===== src/rtl/dac_spi_pkg.sv =====
// Shared constants for the DAC SPI frame receiver: frame geometry, AD5681R-style
// command codes and the receive FSM state encodings.
package dac_spi_pkg;

    localparam int FRAME_BITS_DEF = 24;
    localparam int DATA_BITS_DEF  = 16;
    localparam int CMD_BITS       = 4;

    // Field positions within a default 24-bit frame; bits [3:0] carry no information.
    localparam int CMD_MSB  = FRAME_BITS_DEF - 1;
    localparam int CMD_LSB  = FRAME_BITS_DEF - CMD_BITS;
    localparam int DATA_MSB = FRAME_BITS_DEF - CMD_BITS - 1;
    localparam int DATA_LSB = DATA_MSB - DATA_BITS_DEF + 1;

    typedef enum logic [3:0] {
        CMD_NOP          = 4'h0,
        CMD_WRITE_INPUT  = 4'h1,
        CMD_UPDATE_DAC   = 4'h2,
        CMD_WRITE_UPDATE = 4'h3,
        CMD_WRITE_CTRL   = 4'h4
    } dac_cmd_e;

    localparam logic [1:0] ST_IDLE    = 2'd0;
    localparam logic [1:0] ST_SHIFT   = 2'd1;
    localparam logic [1:0] ST_OVERRUN = 2'd2;

    function automatic int bit_count_width(input int frame_bits);
        return $clog2(frame_bits + 1);
    endfunction

endpackage


===== src/rtl/dac_spi_frame_receiver_if.sv =====
// DAC SPI pin bundle: the tone generator (or bench) drives it, the receiver listens.
interface dac_spi_if;
    logic spi_clk;
    logic spi_sync;
    logic data;

    modport master (output spi_clk, output spi_sync, output data);
    modport slave  (input  spi_clk, input  spi_sync, input  data);
endinterface


===== src/rtl/dac_spi_frame_receiver_sync_edge_detect.sv =====
// Synchronizer for one asynchronous pin with a registered change pulse; level_o is
// the synchronized value aligned with change_o so callers can tell rise from fall.
module sync_edge_detect #(
    parameter int   SYNC_STAGES = 2,
    parameter logic RESET_VAL   = 1'b0
) (
    input  logic clk,
    input  logic reset_n,
    input  logic async_i,
    output logic level_o,
    output logic change_o
);

    logic [SYNC_STAGES-1:0] sync_q;
    logic                   hist_q;
    logic                   change_q;

    always_ff @(posedge clk or negedge reset_n) begin
        if (!reset_n) begin
            sync_q   <= {SYNC_STAGES{RESET_VAL}};
            hist_q   <= RESET_VAL;
            change_q <= 1'b0;
        end else begin
            sync_q   <= {sync_q[SYNC_STAGES-2:0], async_i};
            hist_q   <= sync_q[SYNC_STAGES-1];
            change_q <= sync_q[SYNC_STAGES-1] ^ hist_q;
        end
    end

    assign level_o  = hist_q;
    assign change_o = change_q;

endmodule


===== src/rtl/dac_spi_frame_receiver.sv =====
// Decodes 24-bit DAC SPI frames into a command nibble and a 16-bit sample,
// flagging each frame as good (frame_valid) or malformed (frame_err).
module dac_spi_frame_receiver
    import dac_spi_pkg::*;
#(
    parameter int FRAME_BITS  = FRAME_BITS_DEF,
    parameter int DATA_BITS   = DATA_BITS_DEF,
    parameter int SYNC_STAGES = 2
) (
    input  logic                 clk,
    input  logic                 reset_n,
    dac_spi_if.slave             spi,
    output logic [3:0]           cmd_out,
    output logic [DATA_BITS-1:0] data_dac,
    output logic                 frame_valid,
    output logic                 frame_err,
    output logic [15:0]          frame_count,
    output logic                 busy
);

    localparam int CNT_W = bit_count_width(FRAME_BITS);
    localparam logic [CNT_W-1:0] FULL_COUNT = CNT_W'(FRAME_BITS);

    logic sclk_level, sclk_change;
    logic sync_level, sync_change;
    logic sclk_fall, sync_rise, sync_fall;

    sync_edge_detect #(.SYNC_STAGES(SYNC_STAGES), .RESET_VAL(1'b1)) u_sclk_sync (
        .clk      (clk),
        .reset_n  (reset_n),
        .async_i  (spi.spi_clk),
        .level_o  (sclk_level),
        .change_o (sclk_change)
    );

    // Resetting the spi_sync history low means a frame already in flight at reset
    // release shows no falling edge and is skipped until spi_sync returns high.
    sync_edge_detect #(.SYNC_STAGES(SYNC_STAGES), .RESET_VAL(1'b0)) u_sync_sync (
        .clk      (clk),
        .reset_n  (reset_n),
        .async_i  (spi.spi_sync),
        .level_o  (sync_level),
        .change_o (sync_change)
    );

    assign sclk_fall = sclk_change & ~sclk_level;
    assign sync_rise = sync_change &  sync_level;
    assign sync_fall = sync_change & ~sync_level;

    // One stage deeper than the synchronizer so the bit lines up with sclk_fall.
    logic [SYNC_STAGES:0] data_pipe_q;
    logic                 data_s;

    always_ff @(posedge clk or negedge reset_n) begin
        if (!reset_n) begin
            data_pipe_q <= '0;
        end else begin
            data_pipe_q <= {data_pipe_q[SYNC_STAGES-1:0], spi.data};
        end
    end

    assign data_s = data_pipe_q[SYNC_STAGES];

    logic [1:0]            state_q, state_d;
    logic [CNT_W-1:0]      cnt_q, cnt_d;
    logic [FRAME_BITS-1:0] sr_q, sr_d;
    logic                  valid_pend_q, valid_pend_d;
    logic                  err_pend_q, err_pend_d;

    always_comb begin
        state_d      = state_q;
        cnt_d        = cnt_q;
        sr_d         = sr_q;
        valid_pend_d = 1'b0;
        err_pend_d   = 1'b0;
        case (state_q)
            ST_IDLE: begin
                cnt_d = '0;
                if (sync_fall) begin
                    state_d = ST_SHIFT;
                    sr_d    = '0;
                end
            end
            ST_SHIFT: begin
                // A clock edge coinciding with the end of frame is dropped; the
                // frame is judged on the bits counted before it.
                if (sync_rise) begin
                    state_d = ST_IDLE;
                    if (cnt_q == FULL_COUNT) begin
                        valid_pend_d = 1'b1;
                    end else begin
                        err_pend_d = 1'b1;
                    end
                end else if (sclk_fall) begin
                    if (cnt_q == FULL_COUNT) begin
                        state_d = ST_OVERRUN;
                    end else begin
                        sr_d  = {sr_q[FRAME_BITS-2:0], data_s};
                        cnt_d = cnt_q + CNT_W'(1);
                    end
                end
            end
            ST_OVERRUN: begin
                if (sync_rise) begin
                    state_d    = ST_IDLE;
                    err_pend_d = 1'b1;
                end
            end
            default: begin
                state_d = ST_IDLE;
            end
        endcase
    end

    always_ff @(posedge clk or negedge reset_n) begin
        if (!reset_n) begin
            state_q      <= ST_IDLE;
            cnt_q        <= '0;
            sr_q         <= '0;
            valid_pend_q <= 1'b0;
            err_pend_q   <= 1'b0;
        end else begin
            state_q      <= state_d;
            cnt_q        <= cnt_d;
            sr_q         <= sr_d;
            valid_pend_q <= valid_pend_d;
            err_pend_q   <= err_pend_d;
        end
    end

    logic [3:0]           cmd_q;
    logic [DATA_BITS-1:0] data_q;
    logic                 frame_valid_q;
    logic                 frame_err_q;
    logic [15:0]          frame_count_q;

    // sr_q is still intact here: a new frame needs spi_sync high for two cycles
    // before its falling edge can clear the shift register.
    always_ff @(posedge clk or negedge reset_n) begin
        if (!reset_n) begin
            cmd_q         <= '0;
            data_q        <= '0;
            frame_valid_q <= 1'b0;
            frame_err_q   <= 1'b0;
            frame_count_q <= '0;
        end else begin
            frame_valid_q <= valid_pend_q;
            frame_err_q   <= err_pend_q;
            if (valid_pend_q) begin
                cmd_q         <= sr_q[FRAME_BITS-1 -: 4];
                data_q        <= sr_q[FRAME_BITS-5 -: DATA_BITS];
                frame_count_q <= frame_count_q + 16'd1;
            end
        end
    end

    assign cmd_out     = cmd_q;
    assign data_dac    = data_q;
    assign frame_valid = frame_valid_q;
    assign frame_err   = frame_err_q;
    assign frame_count = frame_count_q;
    assign busy        = (state_q != ST_IDLE) | valid_pend_q | err_pend_q;

endmodule


===== src/flat_wrapper.sv =====
// flat-port wrapper written by rule: the top's interface ports become plain ports
module dac_spi_frame_receiver_flat import dac_spi_pkg::*;
#(
    parameter int FRAME_BITS  = FRAME_BITS_DEF,
    parameter int DATA_BITS   = DATA_BITS_DEF,
    parameter int SYNC_STAGES = 2
)
  (clk, reset_n, cmd_out, data_dac, frame_valid, frame_err, frame_count, busy, spi_spi_clk, spi_spi_sync, spi_data);
  dac_spi_if spi_i ();
  input  logic clk;
  input  logic reset_n;
  output logic [3:0] cmd_out;
  output logic [DATA_BITS-1:0] data_dac;
  output logic frame_valid;
  output logic frame_err;
  output logic [15:0] frame_count;
  output logic busy;
  input wire logic [$bits(spi_i.spi_clk)-1:0] spi_spi_clk;
  input wire logic [$bits(spi_i.spi_sync)-1:0] spi_spi_sync;
  input wire logic [$bits(spi_i.data)-1:0] spi_data;
  assign spi_i.spi_clk = spi_spi_clk;
  assign spi_i.spi_sync = spi_spi_sync;
  assign spi_i.data = spi_data;
  dac_spi_frame_receiver #(.FRAME_BITS(FRAME_BITS), .DATA_BITS(DATA_BITS), .SYNC_STAGES(SYNC_STAGES)) u_core (.clk(clk), .reset_n(reset_n), .spi(spi_i), .cmd_out(cmd_out), .data_dac(data_dac), .frame_valid(frame_valid), .frame_err(frame_err), .frame_count(frame_count), .busy(busy));
endmodule

===== config.mk =====
export PLATFORM = sky130hd
export DESIGN_NAME = dac_spi_frame_receiver_flat
export DESIGN_NICKNAME = d
export VERILOG_FILES = /design/src/rtl/dac_spi_pkg.sv /design/src/rtl/dac_spi_frame_receiver_if.sv /design/src/rtl/dac_spi_frame_receiver_sync_edge_detect.sv /design/src/rtl/dac_spi_frame_receiver.sv /design/src/flat_wrapper.sv
export SDC_FILE = /design/constraint.sdc
export NUM_CORES = 1
export LEC_CHECK = 0
export CORE_MARGIN = 2
export CORE_UTILIZATION = 50
export CTS_BUF_LIST = sky130_fd_sc_hd__clkbuf_8
export DETAILED_ROUTE_END_ITERATION = 8
export GPL_TIMING_DRIVEN = 1
export PLACE_DENSITY = 0.83
export SLEW_MARGIN = 20
export SYNTH_ARGS = -nofsm -noshare
export SYNTH_HDL_FRONTEND = slang
export SYNTH_SLANG_ARGS = --single-unit

===== constraint.sdc =====
create_clock -name clk -period 4.85 [get_ports clk]
set_clock_uncertainty 0.05 [all_clocks]
set_input_delay 0.97 -clock clk [delete_from_list [all_inputs] [get_ports clk]]
set_output_delay 0.97 -clock clk [all_outputs]
set_load 0.02 [all_outputs]

==> qor.csv <==
metric,value,unit
antenna_cells,0,
wl_per_cell,13.58,microns
nets,341,
endpoint_kind,output port,
p_leak,2.043,nW
die_area,7650,sq um
layout_commonest_cell,dfrtp_1,
startpoint,u_core.state_q[0],
via_count,2173,
cts_buffers,9,
hold_viol,0,
layout_min_cycle_time,2894,ps
intPower,0.001053,W
postRouteAntennaNets,0,
drive_gt1_share,14.03,%
io_buffers,43,
slowest_delay,550,ps
tns,0,ps
drtIter0Drc,147,
min_from,u_core.u_sync_sync.sync_q[0],
cp_slowest_cell,clkdlybuf4s50_1,
pwr-share-clk,37.6,%
start_util,51.56,%
place_congestion,0.7569,
cp.arrival,1870,ps
cp_max_fo,9,
cts_setup_buffers,0,
grt_max_degree,83,
p_switching,0.0003578,W
timing.slew.headroom,30.42,%
synth_seq_area_share,59.02,%
place_area,3960,sq um
worstPathCellList,"inv_1, ha_1, nand2_1, clkdlybuf4s50_1",
maxCapViolCount,0,
clockBufferDepth,2,
synth_area_per_cell,12.27,sq um
crit_family,buffers and inverters,
combPwrFrac,11.5,%
syn_to_final_growth,20.01,%
core_area,6756,sq um
max_freq,0.3456,GHz
grt_pass1_vias,2156,
synth_area,3483,sq um
ys_ff_latch,82,
ir_worst_vdd,0.0001890,V
cts_hold_buffers,0,
hp-class,reg2reg,
path_clk_slew,80,ps
crit_required,3830,ps
wl,5636,microns
grtUsageTotal,16.37,%
worstSetupStartpointType,register,
syn_nets,295,
synthCells,284,
die_y,87.47,microns
grt_pass1_wl,9735,microns
cts_tree,yes,
switching_share,25.37,%
place_hpwl,3754,microns
worst_pin_slew,1038,ps
overflow,0,
antenna_found_initial,0,
rsz0062_at_grt,false,
seq_power_share,50.9,%
path_class,reg2out,
viasPerCell,5.236,
clock-sinks,82,
ys_types,39,
critPathBufInv,2,
drcViolationCount,0,
fin_crit_sh,59.67,%
ios,44,
ys_warn_count,0,
ctsHtreeMaxLevel,3,
die_w,87.47,microns
r2r_slack,2470,ps
final_cell_mix,"dfrtp_1 (79), clkdlybuf4s50_1 (42), nand2_1 (35)",
setup_violations,0,
first_pass_iters,4,
worstReg2RegStart,u_core.state_q[0],
insertion_delay,350,ps
stdcell_area,4180,sq um
cts_root_buffer,clkbuf_8,
row_count,30,
status,finished clean,
finalMaxSlewViolations,0,
power.density,337.4,nW/um^2
cts_resized,0,
power by group through the flow:
stage	Combinational [W]	Sequential (W)	Clock [W]
2_1_floorplan	0.000116	0.000730	0
3_3_place_gp	0.000155	0.000730	0
3_5_place_dp	0.000161	0.000732	0
4_1_cts	0.000163	0.000718	0.000542
5_1_grt	0.000183	0.000723	0.000570
6_report	0.000162	0.000719	0.000530
worst reg2reg max path, delay by kind of cell, from the launching register on:
family	cells	cell delay, ps
AND/OR/NAND/NOR	2	1210
flip-flops	1	420
adder cells (fa/ha/maj)	1	360
multiplexers	1	120
buffers and inverters	1	100
worst paths after layout:
check	end	cells past startpoint
max	busy	4
min	u_core.u_sync_sync.sync_q[1]	0
max reg2reg	u_core.sr_q[17]	5
min reg2reg	u_core.u_sync_sync.sync_q[1]	0
max in group asynchronous	u_core.cnt_q[0]	1
min in group asynchronous	u_core.cmd_out[2]	1
final cells by class:
type / instances / area (sq um)
Multi-Input combinational cell: 160 / 1245
Sequential cell: 82 / 2056
Tap cell: 80 / 100.1
Clock buffer: 9 / 123.9
Fill cell: 535 / 2576
Clock inverter: 7 / 92.59
Inverter: 33 / 123.9
Timing Repair Buffer: 44 / 439.2
per-stage QoR:
stage | hold WS (ps) | setup WS (ps) | power (W) | instances | utilization [%]
after global routing | 314.6 | 1864 | 0.001475 | 415 | 61.87
after floorplan | 281.2 | 2899 | 0.0008457 | 284 | -
after CTS | 303.8 | 1958 | 0.001424 | 415 | 61.81
final | 295.9 | 1956 | 0.001410 | 415 | 61.87
after detailed placement | 287.8 | 2334 | 0.0008928 | 399 | 58.61
after global placement | 284.0 | 2396 | 0.0008856 | 399 | 58.61
cells by family after synthesis:
group / Yosys count / share of synthesized area (%)
AOI/OAI and AO/OA: 14 / 3.161
xor gates and xnor gates: 18 / 4.526
adders and majority gates: 6 / 2.155
buffers and inverters: 42 / 5.244
DFF: 82 / 59.02
muxes: 49 / 14.83
and+or+nand+nor: 73 / 11.06
metal layers:
metal  vias to the layer above  GRT usage, %  wire length [microns]
li1                       1041             -                      -
met4                         0         8.531                    102
met2                        45         26.10                   2672
met1                      1078         21.19                   2666
met3                         9         3.223                    195
met5                         -             0                      0
cells in the mapped netlist (all sizes together):
library cell,count,area [sq um]
nand3,6,30.03
a21oi,1,5.000
a31oi,2,12.51
o211ai,1,7.510
nand2,35,131.4
mux2,21,236.5
clkbuf,2,8.750
xor2,13,113.9
a31o,1,8.760
nand4bb,1,11.26
nor2,4,15.01
nand4b,1,15.01
ha,6,75.07
xnor2,5,43.79
nor3,5,25.02
nand2b,4,25.02
o31a,1,8.760
nand4,8,71.32
dfstp,3,78.83
buf,7,50.05
nor2b,1,6.260
or3b,1,8.760
o21ai,3,15.01
nor4,4,25.02
a2bb2oi,1,8.760
and3,1,6.260
inv,33,123.9
a21boi,1,18.77
nor3b,2,15.01
dfrtp,79,1977
o32ai,1,8.760
a211oi,1,7.510
a32oi,1,8.760
mux2i,28,280.3
flip-flops by register name (all words and copies together) (netlist names):
signal / cells
u_core.cmd_out: 4
u_core.u_sync_sync.level_o: 1
u_core.sr_q: 24
u_core.data_dac: 16
u_core.frame_err: 1
u_core.u_sclk_sync.sync_q: 2
u_core.valid_pend_q: 1
u_core.u_sclk_sync.level_o: 1
u_core.u_sync_sync.sync_q: 2
u_core.data_pipe_q: 3
u_core.frame_count: 16
u_core.state_q: 2
u_core.u_sclk_sync.change_o: 1
u_core.cnt_q: 5
u_core.u_sync_sync.change_o: 1
u_core.err_pend_q: 1
u_core.frame_valid: 1
Power figures use the tool's default switching activity.
